File: config.mk
export PLATFORM = sky130hd
export DESIGN_NAME = mouse_cursor_tracker_flat
export DESIGN_NICKNAME = d
export VERILOG_FILES = /design/src/rtl/mouse_cursor_tracker_pkg.sv /design/src/rtl/mouse_cursor_tracker_if.sv /design/src/rtl/mouse_axis_clamp.sv /design/src/rtl/mouse_cursor_tracker.sv /design/src/flat_wrapper.sv
export SDC_FILE = /design/constraint.sdc
export NUM_CORES = 1
export LEC_CHECK = 0
export ABC_AREA = 1
export BUFFER_PORTS_ARGS = -buffer_cell sky130_fd_sc_hd__buf_2
export CAP_MARGIN = 20
export CORE_ASPECT_RATIO = 0.5
export CORE_UTILIZATION = 45
export CTS_BUF_LIST = sky130_fd_sc_hd__clkbuf_8 sky130_fd_sc_hd__clkbuf_16
export DETAILED_ROUTE_END_ITERATION = 10
export GPL_TIMING_DRIVEN = 0
export PLACE_DENSITY = 0.69
export SLEW_MARGIN = 10
export SYNTH_ARGS = -nofsm -noshare
export SYNTH_HDL_FRONTEND = slang
export SYNTH_SLANG_ARGS = --single-unit
File: constraint.sdc
create_clock -name clk -period 3.6 [get_ports clk]
set_clock_uncertainty 0.15 [all_clocks]
set_input_delay 0.72 -clock clk [delete_from_list [all_inputs] [get_ports clk]]
set_output_delay 0.72 -clock clk [all_outputs]
set_load 0.05 [all_outputs]
File: src/rtl/mouse_cursor_tracker_pkg.sv
// Package mouse_pkg: shared widths, FSM state encoding, skid-buffer entry type and the
// delta sign-extend/scale helper used by the cursor tracker.
package mouse_pkg;

    localparam int unsigned DELTA_W = 9;   // PS/2 delta: sign flag + 8-bit byte
    localparam int unsigned SUM_W   = 12;  // signed arithmetic width for position sums
    localparam int unsigned POS_W   = 10;  // absolute cursor coordinate width

    // FSM state encoding
    localparam logic [1:0] IDLE   = 2'd0;
    localparam logic [1:0] CALC_X = 2'd1;
    localparam logic [1:0] CALC_Y = 2'd2;
    localparam logic [1:0] COMMIT = 2'd3;

    // One buffered movement packet, raw 9-bit two's complement deltas
    typedef struct packed {
        logic [DELTA_W-1:0] dx;
        logic [DELTA_W-1:0] dy;
    } skid_entry_t;

    // Sign-extend a 9-bit delta to SUM_W bits, then arithmetic shift right by sh.
    function automatic logic signed [SUM_W-1:0] delta_ext(input logic [DELTA_W-1:0] d,
                                                          input int unsigned sh);
        logic signed [SUM_W-1:0] ext;
        ext = $signed({{(SUM_W - DELTA_W){d[DELTA_W-1]}}, d});
        return ext >>> sh;
    endfunction

endpackage

File: src/rtl/mouse_cursor_tracker_if.sv
// Interface between the PS/2 packet front end and the cursor tracker.
//  master: packet producer / cursor consumer (drives packets, reads cursor state)
//  slave : mouse_cursor_tracker
//  pkt_valid, vertical, ver_flag, horizontal, hor_flag, recenter : producer -> tracker
//  cursor_x, cursor_y, moved, busy, drop_cnt                     : tracker -> consumer
interface mouse_cursor_tracker_if;
    import mouse_pkg::*;

    logic             pkt_valid;
    logic [7:0]       vertical;
    logic             ver_flag;
    logic [7:0]       horizontal;
    logic             hor_flag;
    logic             recenter;
    logic [POS_W-1:0] cursor_x;
    logic [POS_W-1:0] cursor_y;
    logic             moved;
    logic             busy;
    logic [7:0]       drop_cnt;

    modport master (
        output pkt_valid, vertical, ver_flag, horizontal, hor_flag, recenter,
        input  cursor_x, cursor_y, moved, busy, drop_cnt
    );

    modport slave (
        input  pkt_valid, vertical, ver_flag, horizontal, hor_flag, recenter,
        output cursor_x, cursor_y, moved, busy, drop_cnt
    );

endinterface

File: src/rtl/mouse_axis_clamp.sv
// mouse_axis_clamp: adds a signed delta to an absolute coordinate and saturates the result
// to 0..lim. Combinational.
//  pos   in  POS_W  current coordinate
//  delta in  SUM_W  signed delta (already scaled / direction-corrected)
//  lim   in  POS_W  largest legal coordinate (resolution - 1)
//  res   out POS_W  saturated coordinate
// The limit is a runtime input because a single instance serves both axes; RES is the
// largest resolution the instance must support.
module mouse_axis_clamp
    import mouse_pkg::*;
#(
    parameter int unsigned RES = 1024
) (
    input  logic [POS_W-1:0]        pos,
    input  logic signed [SUM_W-1:0] delta,
    input  logic [POS_W-1:0]        lim,
    output logic [POS_W-1:0]        res
);

    if (RES > (1 << POS_W)) begin : gen_res_check
        $error("mouse_axis_clamp: RES exceeds coordinate width");
    end

    logic signed [SUM_W-1:0] sum;
    logic signed [SUM_W-1:0] lim_ext;

    assign sum     = $signed({{(SUM_W - POS_W){1'b0}}, pos}) + delta;
    assign lim_ext = $signed({{(SUM_W - POS_W){1'b0}}, lim});

    always_comb begin
        if (sum[SUM_W-1]) begin
            res = '0;
        end else if (sum > lim_ext) begin
            res = lim;
        end else begin
            res = sum[POS_W-1:0];
        end
    end

endmodule

File: src/rtl/mouse_cursor_tracker.sv
// mouse_cursor_tracker: integrates decoded PS/2 movement packets into an absolute,
// display-saturated cursor position.
//  clk  in  system clock
//  rst  in  synchronous reset, active-low
//  bus  slave modport of mouse_cursor_tracker_if:
//       pkt_valid/vertical/ver_flag/horizontal/hor_flag : packet strobe and deltas
//       (ver_* is the PS/2 X axis, hor_* the PS/2 Y axis, +Y is upward)
//       recenter : force cursor to (X_INIT, Y_INIT)
//       cursor_x/cursor_y : position, moved : update strobe, busy : packet in flight,
//       drop_cnt : saturating count of packets lost to a full skid buffer
// Optional feature: define MOUSE_CURSOR_ACCEL_EN to double any post-shift delta whose
// magnitude exceeds ACCEL_THRESH.
// Sequence per packet: IDLE -> CALC_X -> CALC_Y -> COMMIT -> IDLE; moved pulses in the
// cycle after COMMIT. A 1-entry skid buffer absorbs one packet arriving while busy.
module mouse_cursor_tracker
    import mouse_pkg::*;
#(
    parameter int unsigned H_RES        = 640,
    parameter int unsigned V_RES        = 480,
    parameter int unsigned X_INIT       = 320,
    parameter int unsigned Y_INIT       = 240,
    parameter int unsigned SHIFT        = 0,
    parameter int unsigned ACCEL_THRESH = 16
) (
    input logic                  clk,
    input logic                  rst,
    mouse_cursor_tracker_if.slave bus
);

    if (H_RES > 1024 || V_RES > 1024 || SHIFT > 3 || ACCEL_THRESH > 1023)
    begin : gen_param_check
        $error("mouse_cursor_tracker: parameter out of range");
    end

    localparam int unsigned MAX_RES = (H_RES > V_RES) ? H_RES : V_RES;
    localparam logic [POS_W-1:0] H_MAX = POS_W'(H_RES - 1);
    localparam logic [POS_W-1:0] V_MAX = POS_W'(V_RES - 1);
    localparam logic [POS_W-1:0] X_RST = POS_W'(X_INIT);
    localparam logic [POS_W-1:0] Y_RST = POS_W'(Y_INIT);

    logic [1:0]       state_q, state_d;
    skid_entry_t      ops_q, ops_d;
    skid_entry_t      skid_q, skid_d;
    logic             skid_vld_q, skid_vld_d;
    logic [POS_W-1:0] next_x_q, next_x_d;
    logic [POS_W-1:0] next_y_q, next_y_d;
    logic [POS_W-1:0] cursor_x_q, cursor_x_d;
    logic [POS_W-1:0] cursor_y_q, cursor_y_d;
    logic             moved_q, moved_d;
    logic [7:0]       drop_cnt_q, drop_cnt_d;

    skid_entry_t pkt_in;
    assign pkt_in.dx = {bus.ver_flag, bus.vertical};
    assign pkt_in.dy = {bus.hor_flag, bus.horizontal};

    // Delta scaling
    logic signed [SUM_W-1:0] dx_s;
    logic signed [SUM_W-1:0] dy_s;

`ifdef MOUSE_CURSOR_ACCEL_EN
    function automatic logic signed [SUM_W-1:0] accel(input logic signed [SUM_W-1:0] d);
        logic [SUM_W-1:0] mag;
        mag = d[SUM_W-1] ? -d : d;
        return (mag > SUM_W'(ACCEL_THRESH)) ? (d <<< 1) : d;
    endfunction

    assign dx_s = accel(delta_ext(ops_q.dx, SHIFT));
    assign dy_s = accel(delta_ext(ops_q.dy, SHIFT));
`else
    assign dx_s = delta_ext(ops_q.dx, SHIFT);
    assign dy_s = delta_ext(ops_q.dy, SHIFT);
`endif

    // Shared clamp: X in CALC_X, Y in CALC_Y (screen Y grows downward, so dy is negated)
    logic                    sel_y;
    logic [POS_W-1:0]        clamp_pos;
    logic signed [SUM_W-1:0] clamp_delta;
    logic [POS_W-1:0]        clamp_lim;
    logic [POS_W-1:0]        clamp_res;

    assign sel_y       = (state_q == CALC_Y);
    assign clamp_pos   = sel_y ? cursor_y_q : cursor_x_q;
    assign clamp_delta = sel_y ? -dy_s : dx_s;
    assign clamp_lim   = sel_y ? V_MAX : H_MAX;

    mouse_axis_clamp #(
        .RES (MAX_RES)
    ) u_clamp (
        .pos   (clamp_pos),
        .delta (clamp_delta),
        .lim   (clamp_lim),
        .res   (clamp_res)
    );

    always_comb begin
        state_d    = state_q;
        ops_d      = ops_q;
        skid_d     = skid_q;
        skid_vld_d = skid_vld_q;
        next_x_d   = next_x_q;
        next_y_d   = next_y_q;
        cursor_x_d = cursor_x_q;
        cursor_y_d = cursor_y_q;
        moved_d    = 1'b0;
        drop_cnt_d = drop_cnt_q;

        if (bus.recenter) begin
            // Any packet arriving together with recenter is discarded silently
            cursor_x_d = X_RST;
            cursor_y_d = Y_RST;
            skid_vld_d = 1'b0;
            state_d    = IDLE;
        end else begin
            case (state_q)
                IDLE: begin
                    if (skid_vld_q) begin
                        // Buffered packet goes first; a new arrival refills the buffer
                        ops_d      = skid_q;
                        state_d    = CALC_X;
                        skid_vld_d = bus.pkt_valid;
                        if (bus.pkt_valid) begin
                            skid_d = pkt_in;
                        end
                    end else if (bus.pkt_valid) begin
                        ops_d   = pkt_in;
                        state_d = CALC_X;
                    end
                end
                CALC_X: begin
                    next_x_d = clamp_res;
                    state_d  = CALC_Y;
                end
                CALC_Y: begin
                    next_y_d = clamp_res;
                    state_d  = COMMIT;
                end
                default: begin  // COMMIT
                    cursor_x_d = next_x_q;
                    cursor_y_d = next_y_q;
                    moved_d    = 1'b1;
                    state_d    = IDLE;
                end
            endcase

            if (state_q != IDLE && bus.pkt_valid) begin
                if (!skid_vld_q) begin
                    skid_d     = pkt_in;
                    skid_vld_d = 1'b1;
                end else if (drop_cnt_q != 8'hFF) begin
                    drop_cnt_d = drop_cnt_q + 8'd1;
                end
            end
        end
    end

    always_ff @(posedge clk) begin
        if (!rst) begin
            state_q    <= IDLE;
            ops_q      <= '0;
            skid_q     <= '0;
            skid_vld_q <= 1'b0;
            next_x_q   <= X_RST;
            next_y_q   <= Y_RST;
            cursor_x_q <= X_RST;
            cursor_y_q <= Y_RST;
            moved_q    <= 1'b0;
            drop_cnt_q <= 8'd0;
        end else begin
            state_q    <= state_d;
            ops_q      <= ops_d;
            skid_q     <= skid_d;
            skid_vld_q <= skid_vld_d;
            next_x_q   <= next_x_d;
            next_y_q   <= next_y_d;
            cursor_x_q <= cursor_x_d;
            cursor_y_q <= cursor_y_d;
            moved_q    <= moved_d;
            drop_cnt_q <= drop_cnt_d;
        end
    end

    assign bus.cursor_x = cursor_x_q;
    assign bus.cursor_y = cursor_y_q;
    assign bus.moved    = moved_q;
    assign bus.busy     = (state_q != IDLE);
    assign bus.drop_cnt = drop_cnt_q;

endmodule

File: src/flat_wrapper.sv
// flat-port wrapper written by rule: the top's interface ports become plain ports
module mouse_cursor_tracker_flat import mouse_pkg::*;
#(
    parameter int unsigned H_RES        = 640,
    parameter int unsigned V_RES        = 480,
    parameter int unsigned X_INIT       = 320,
    parameter int unsigned Y_INIT       = 240,
    parameter int unsigned SHIFT        = 0,
    parameter int unsigned ACCEL_THRESH = 16
)
  (clk, rst, bus_pkt_valid, bus_vertical, bus_ver_flag, bus_horizontal, bus_hor_flag, bus_recenter, bus_cursor_x, bus_cursor_y, bus_moved, bus_busy, bus_drop_cnt);
  mouse_cursor_tracker_if bus_i ();
  input logic clk;
  input logic rst;
  input wire logic [$bits(bus_i.pkt_valid)-1:0] bus_pkt_valid;
  input wire logic [$bits(bus_i.vertical)-1:0] bus_vertical;
  input wire logic [$bits(bus_i.ver_flag)-1:0] bus_ver_flag;
  input wire logic [$bits(bus_i.horizontal)-1:0] bus_horizontal;
  input wire logic [$bits(bus_i.hor_flag)-1:0] bus_hor_flag;
  input wire logic [$bits(bus_i.recenter)-1:0] bus_recenter;
  output wire logic [$bits(bus_i.cursor_x)-1:0] bus_cursor_x;
  output wire logic [$bits(bus_i.cursor_y)-1:0] bus_cursor_y;
  output wire logic [$bits(bus_i.moved)-1:0] bus_moved;
  output wire logic [$bits(bus_i.busy)-1:0] bus_busy;
  output wire logic [$bits(bus_i.drop_cnt)-1:0] bus_drop_cnt;
  assign bus_i.pkt_valid = bus_pkt_valid;
  assign bus_i.vertical = bus_vertical;
  assign bus_i.ver_flag = bus_ver_flag;
  assign bus_i.horizontal = bus_horizontal;
  assign bus_i.hor_flag = bus_hor_flag;
  assign bus_i.recenter = bus_recenter;
  assign bus_cursor_x = bus_i.cursor_x;
  assign bus_cursor_y = bus_i.cursor_y;
  assign bus_moved = bus_i.moved;
  assign bus_busy = bus_i.busy;
  assign bus_drop_cnt = bus_i.drop_cnt;
  mouse_cursor_tracker #(.H_RES(H_RES), .V_RES(V_RES), .X_INIT(X_INIT), .Y_INIT(Y_INIT), .SHIFT(SHIFT), .ACCEL_THRESH(ACCEL_THRESH)) u_core (.clk(clk), .rst(rst), .bus(bus_i));
endmodule
## Yosys cells after proc, flatten, opt, wreduce, memory -nomap -nowiden

Cells that the tools add are included.
Widths: inputs -> output; s select.

- Register bits: 88
- Bits of input ports: 22
- Output and inout bits: 30
- Logic and storage cells: 52

- Add/subtract/negate cells: 3
- Order comparisons: 1
- Eq/ne operators: 4
- Mux-type cells: 20
- Bitwise operators: 2
- Reduce and logical (&&, ||, !) cells: 10

Operators with widths:

| operator | number |
|---|---|
| $mux 18 | 7 |
| $mux 10 | 4 |
| $add 11x12->12 | 1 |
| $gt 12x11->1 | 1 |
| $mux 12 | 1 |
| $neg 9->12 | 1 |
| $add 8x1->8 const B | 1 |
| $ne 8x8->1 const B | 1 |
| $pmux 2 s3 | 1 |
| $mux 1 | 5 |
| $mux 2 | 2 |
| $reduce_and 2->1 | 2 |
| $reduce_and 4->1 | 1 |
| $reduce_bool 2->1 | 2 |
| $ne 3x2->1 const B | 1 |
| $reduce_and 3->1 | 1 |
| $reduce_or 3->1 | 1 |
| $eq 2x1->1 const B | 1 |
| $eq 2x2->1 const B | 1 |
| $logic_not 2->1 | 1 |
| $not 1->1 | 2 |
| $reduce_or 2->1 | 1 |
| $logic_and 1x1->1 | 1 |

## Depth between registers and ports, before layout

- Word-level depth: 6
- Depth in mapped cells: 27
- Mapped depth without buffers: 27

## Modules after synthesis

Synthesis repeated with hierarchy kept, for this count alone.

- Cells, all modules: 758
- Area, all modules: 4,898.4 µm²

Modules (own cells, without submodules):

| module | times used | cells each | area each (µm²) | seq. area each (µm²) |
|---|---|---|---|---|
| mouse_cursor_tracker | 1 | 580 | 3,902.5 | 1,761.7 |
| mouse_axis_clamp | 1 | 178 | 996.0 | 0.0 |

## Worst setup path after synthesis

No wires, ideal clock.

- Kind: register -> register
- Start point: reg u_core.state_q[0]
- End point: reg u_core.next_x_q[4]
- Setup time: 0.132 ns
- Arrival time: 3.383 ns
- Data required time: 3.318 ns
- Path slack: -0.065 ns
- Stages on the path, launching flop included: 23
- Buffers on the path: 2
- Period minus slack after synthesis: 3.665 ns
- Path through: dfxtp_1 inv_1 ha_1 buf_4 clkbuf_1 nand2_1 nand2_1 ha_1 fa_1 nand2_1 nand3_2 nand2_2 nand2_1 xor2_1 inv_1 ha_1 nand2_1 nor3_1 nand4_1 nand2_2 nand2_4 o21ai_1 a21oi_1

- Longest elaborated chain between the ends: 6
- Elaborated cells between the ends (all ways): 10
- Those cells by class: add/sub: 1; order compare: 1; eq/ne: 2; mux: 5; reduce/logical: 1

RTL lines:

| item | line | text |
|---|---|---|
| start, declared | mouse_cursor_tracker.sv:41 | `logic [1:0] state_q, state_d;` |
| start signal, assigned | mouse_cursor_tracker.sv:169 | `state_q <= state_d;` |
| $eq 2x2->1 | mouse_cursor_tracker.sv:81 | `assign sel_y = (state_q == CALC_Y);` |
| $mux 10 / $mux 12 (equally long branches) | mouse_cursor_tracker.sv:82, mouse_cursor_tracker.sv:83 |  |
| $add 11x12->12 | mouse_axis_clamp.sv:27 | `assign sum = $signed({{(SUM_W - POS_W){1'b0}}, pos}) + delta;` |
| $gt 12x11->1 | mouse_axis_clamp.sv:33 | `end else if (sum > lim_ext) begin` |
| $mux 10 | mouse_axis_clamp.sv:33 |  |
| $mux 10 | mouse_axis_clamp.sv:31 | `if (sum[SUM_W-1]) begin` |
| end signal, assigned | mouse_cursor_tracker.sv:173 | `next_x_q <= next_x_d;` |
| end, declared | mouse_cursor_tracker.sv:45 | `logic [POS_W-1:0] next_x_q, next_x_d;` |

Several ways; a longest one is shown, not always the timed one.
A chain may end at the register's enable or synchronous reset.

## Worst setup path after layout

- Start point: reg u_core.state_q[0]
- End point: reg u_core.next_x_q[9]

The elaborated chain is that of the path after synthesis.

==> metrics.csv <==
metric;value;unit
status;complete, but fails checks;
violations;setup timing;
r2r_cells;21;
drc;0;
peakVddDrop;0.0002810;V
synth_warnings;0;
final_cell_area;5858;um2
powerDensity;458.9;nW/um2
grt_max_degree;15;
finalCritPeriodShare;100.8;%
design_power_total;0.002688;W
drive_gt1_share;26.87;%
cp-start-kind;flip-flop;
cts_max_level;3;
critical_path.endpoint_type;flip-flop;
tightest_slew;782.1;ps
synthArstFlopShare;0;%
min_period;3629;ps
place.gp.congestion;0.8723;
cts_tree;yes;
syn_to_final_growth;30.64;%
crit_fanout;10;
synth_area;4484;um2
fin_setup_tns;-84.02;ps
synth_top_family_by_area;simple AND/OR/NAND/NOR gates;
path_cells;inv_2, ha_4, buf_12, clkbuf_16, nand2_1, nand2_1, ha_4, a21oi_2, o21ai_2, a21oi_1, xor2_1, inv_1, ha_1, nand4_1, nor3_2, nand4_1, nand2_2, nand2_4, nand2_4, nand3_4, a21oi_2;
numCtsBuffers;9;
synthXorXnorAreaFrac;1.563;%
antenna_cells;0;
cp_slowest_stage_delay;330;ps
synth_cell_type_count;38;
dpl_cell_area;4913;um2
crit_type;flip-flop to flip-flop;
dieArea;10390;um2
final_cell_count_no_fill;857;
io_buffers;51;
rsz0062_at_grt;true;
ys_seq_area_share;39.29;%
start_util;46.85;%
ios;52;
track_usage;24.55;%
maxSlewHeadroom;47.66;%
synth_ff_type;dfxtp_1;
hold-path-cell-count;2;
critPathSlowestCell;dfxtp_2;
vias;4564;
grt_overflow;0;
max_freq;275.6;MHz
drv_cap;0;
root_buffer;clkbuf_16;
seqCellArea;1768;um2
core_region_area;9572;um2
first_pass_iters;5;
drtIter0Drc;381;
syn_inst;630;
min_path_type;flip-flop to flip-flop;
clock_path_buffers;2;
dieHeight;72.59;um
multi_input_area;2761;um2
ys_top_cells_by_count;nand2_1 (157), dfxtp_1 (88), o21ai_0 (72), a21oi_1 (69), inv_1 (53);
slew_violations;0;
dieWidth;143.2;um
yosysMostFrequentCell;nand2_1;
setup_violations;6;
synthTopCellsByArea;dfxtp_1 (39%), nand2_1 (13%), o21ai_0 (8.0%), a21oi_1 (7.7%), ha_1 (5.6%);
clock_latency;340;ps
vias_per_cell;5.326;
dp_cells;816;
place_hpwl;8.748;mm
synth_compound_area_share;21.21;%
leakage;2.539;nW
worst_slack;-28.86;ps
clk_pin_slew_worst_paths;60;ps
core.rowCount;25;
hold_viol_final;0;
num-fill-cells;875;
synth_edf_count;0;
cp.required;3720;ps
synth_area_per_cell;7.118;um2
grt_first_pass_wirelength;19.53;mm
yosys.area.top_type;dfxtp_1;
synthMuxAreaShare;0;%
cts.sinks;88;
synth_top_area_share;39.29;%
drtAntennaViolNets;0;
wirelength;12.76;mm
wire_per_inst;14.89;um
synth_simple_gate_area_share;24.44;%
synthAdderAreaFrac;6.027;%
syn-num-nets;673;
nets;761;
postCtsHoldBufs;0;
grt_pass1_vias;3997;
whs;298.5;ps
ys_ff_latch;88;
worstPathArrival;3750;ps
antenna_found_initial;0;
## cell families after synthesis
logic type / after synthesis
flops: 88
fa+ha+maj: 21
compound gates: 177
simple gates: 248
xor+xnor: 8
buf+inv: 88
## layout by cell type (no fill, tap or decap), types with 10 or more instances in the layout
cell type,netlist,layout
clkbuf_1,21,19
nand3_1,29,24
inv_1,53,48
a31oi_1,11,10
nand2_1,157,145
o21ai_0,72,68
nor2_1,35,29
buf_4,1,25
a21oi_1,69,66
nand2_2,2,12
buf_2,1,52
ha_4,0,12
dfxtp_1,88,83
o21ai_2,2,11
clkbuf_16,0,10
## metrics by stage
stage	util, %	setup slack [ps]
floorplan	-	29.51
global placement	51.33	-732.0
detailed placement	51.33	-733.8
CTS	57.53	4.879
global route	61.20	-199.7
finish	61.20	-28.86
## critical path, delay by kind of cell (launching register included)
| kind | cells | cell delay (ps) |
|---|---|---|
| XOR/XNOR | 1 | 240 |
| AND/OR/NAND/NOR | 9 | 1100 |
| flip-flops | 1 | 330 |
| adder cells (fa/ha/maj) | 3 | 730 |
| buffers and inverters | 4 | 440 |
| AO/OA/AOI/OAI | 4 | 570 |
## cell type report
cell class	instances	share of cell area, %
multi-input combinational	454	47.14
clock buffer	11	4.314
inverter	63	4.293
timing repair buffer	77	7.753
sequential	88	30.18
tap	135	2.883
clock inverter	4	0.8757
buffer	25	2.563
## where the power goes
group	switching, W	internal [W]	total [W]
sequential	0.0000260	0.00101	0.00104
combinational	0.000413	0.000272	0.000685
clock	0.000389	0.000573	0.000962
## sequential cells by signal, summed over array words and instances (netlist names), 2 cells and up
signal               cells
u_core.next_y_q         10
u_core.bus.cursor_x     10
u_core.dx_s              9
u_core.bus.drop_cnt      8
u_core.bus.cursor_y     10
u_core.next_x_q         10
u_core.skid_q           18
u_core.state_q           2
u_core.dy_s              9
## metal layers
metal	GRT usage [%]	up-vias	share of wire (%)
li1	-	2271	-
met1	34.95	2132	49
met2	37.78	146	44
met3	4.593	15	5.9
met4	7.407	0	1.3
met5	0	-	0
## worst paths after layout
kind | slack, ps | start | to
worst max-delay path | -30 | u_core.state_q[0] | u_core.next_x_q[9]
worst min-delay path | 300 | u_core.skid_q[4] | u_core.skid_q[4]
worst max register to register | -30 | u_core.state_q[0] | u_core.next_x_q[9]
worst min register to register | 300 | u_core.skid_q[4] | u_core.skid_q[4]
## what timing repair did
| item | CTS | global route |
|---|---|---|
| buffers inserted | 13 | 13 |
| endpoints found under the setup margin | 20 | 20 |
| gates resized for setup | 46 | 54 |
| pin swaps | 17 | 27 |
No activity file was read; power rests on OpenSTA's default activity.
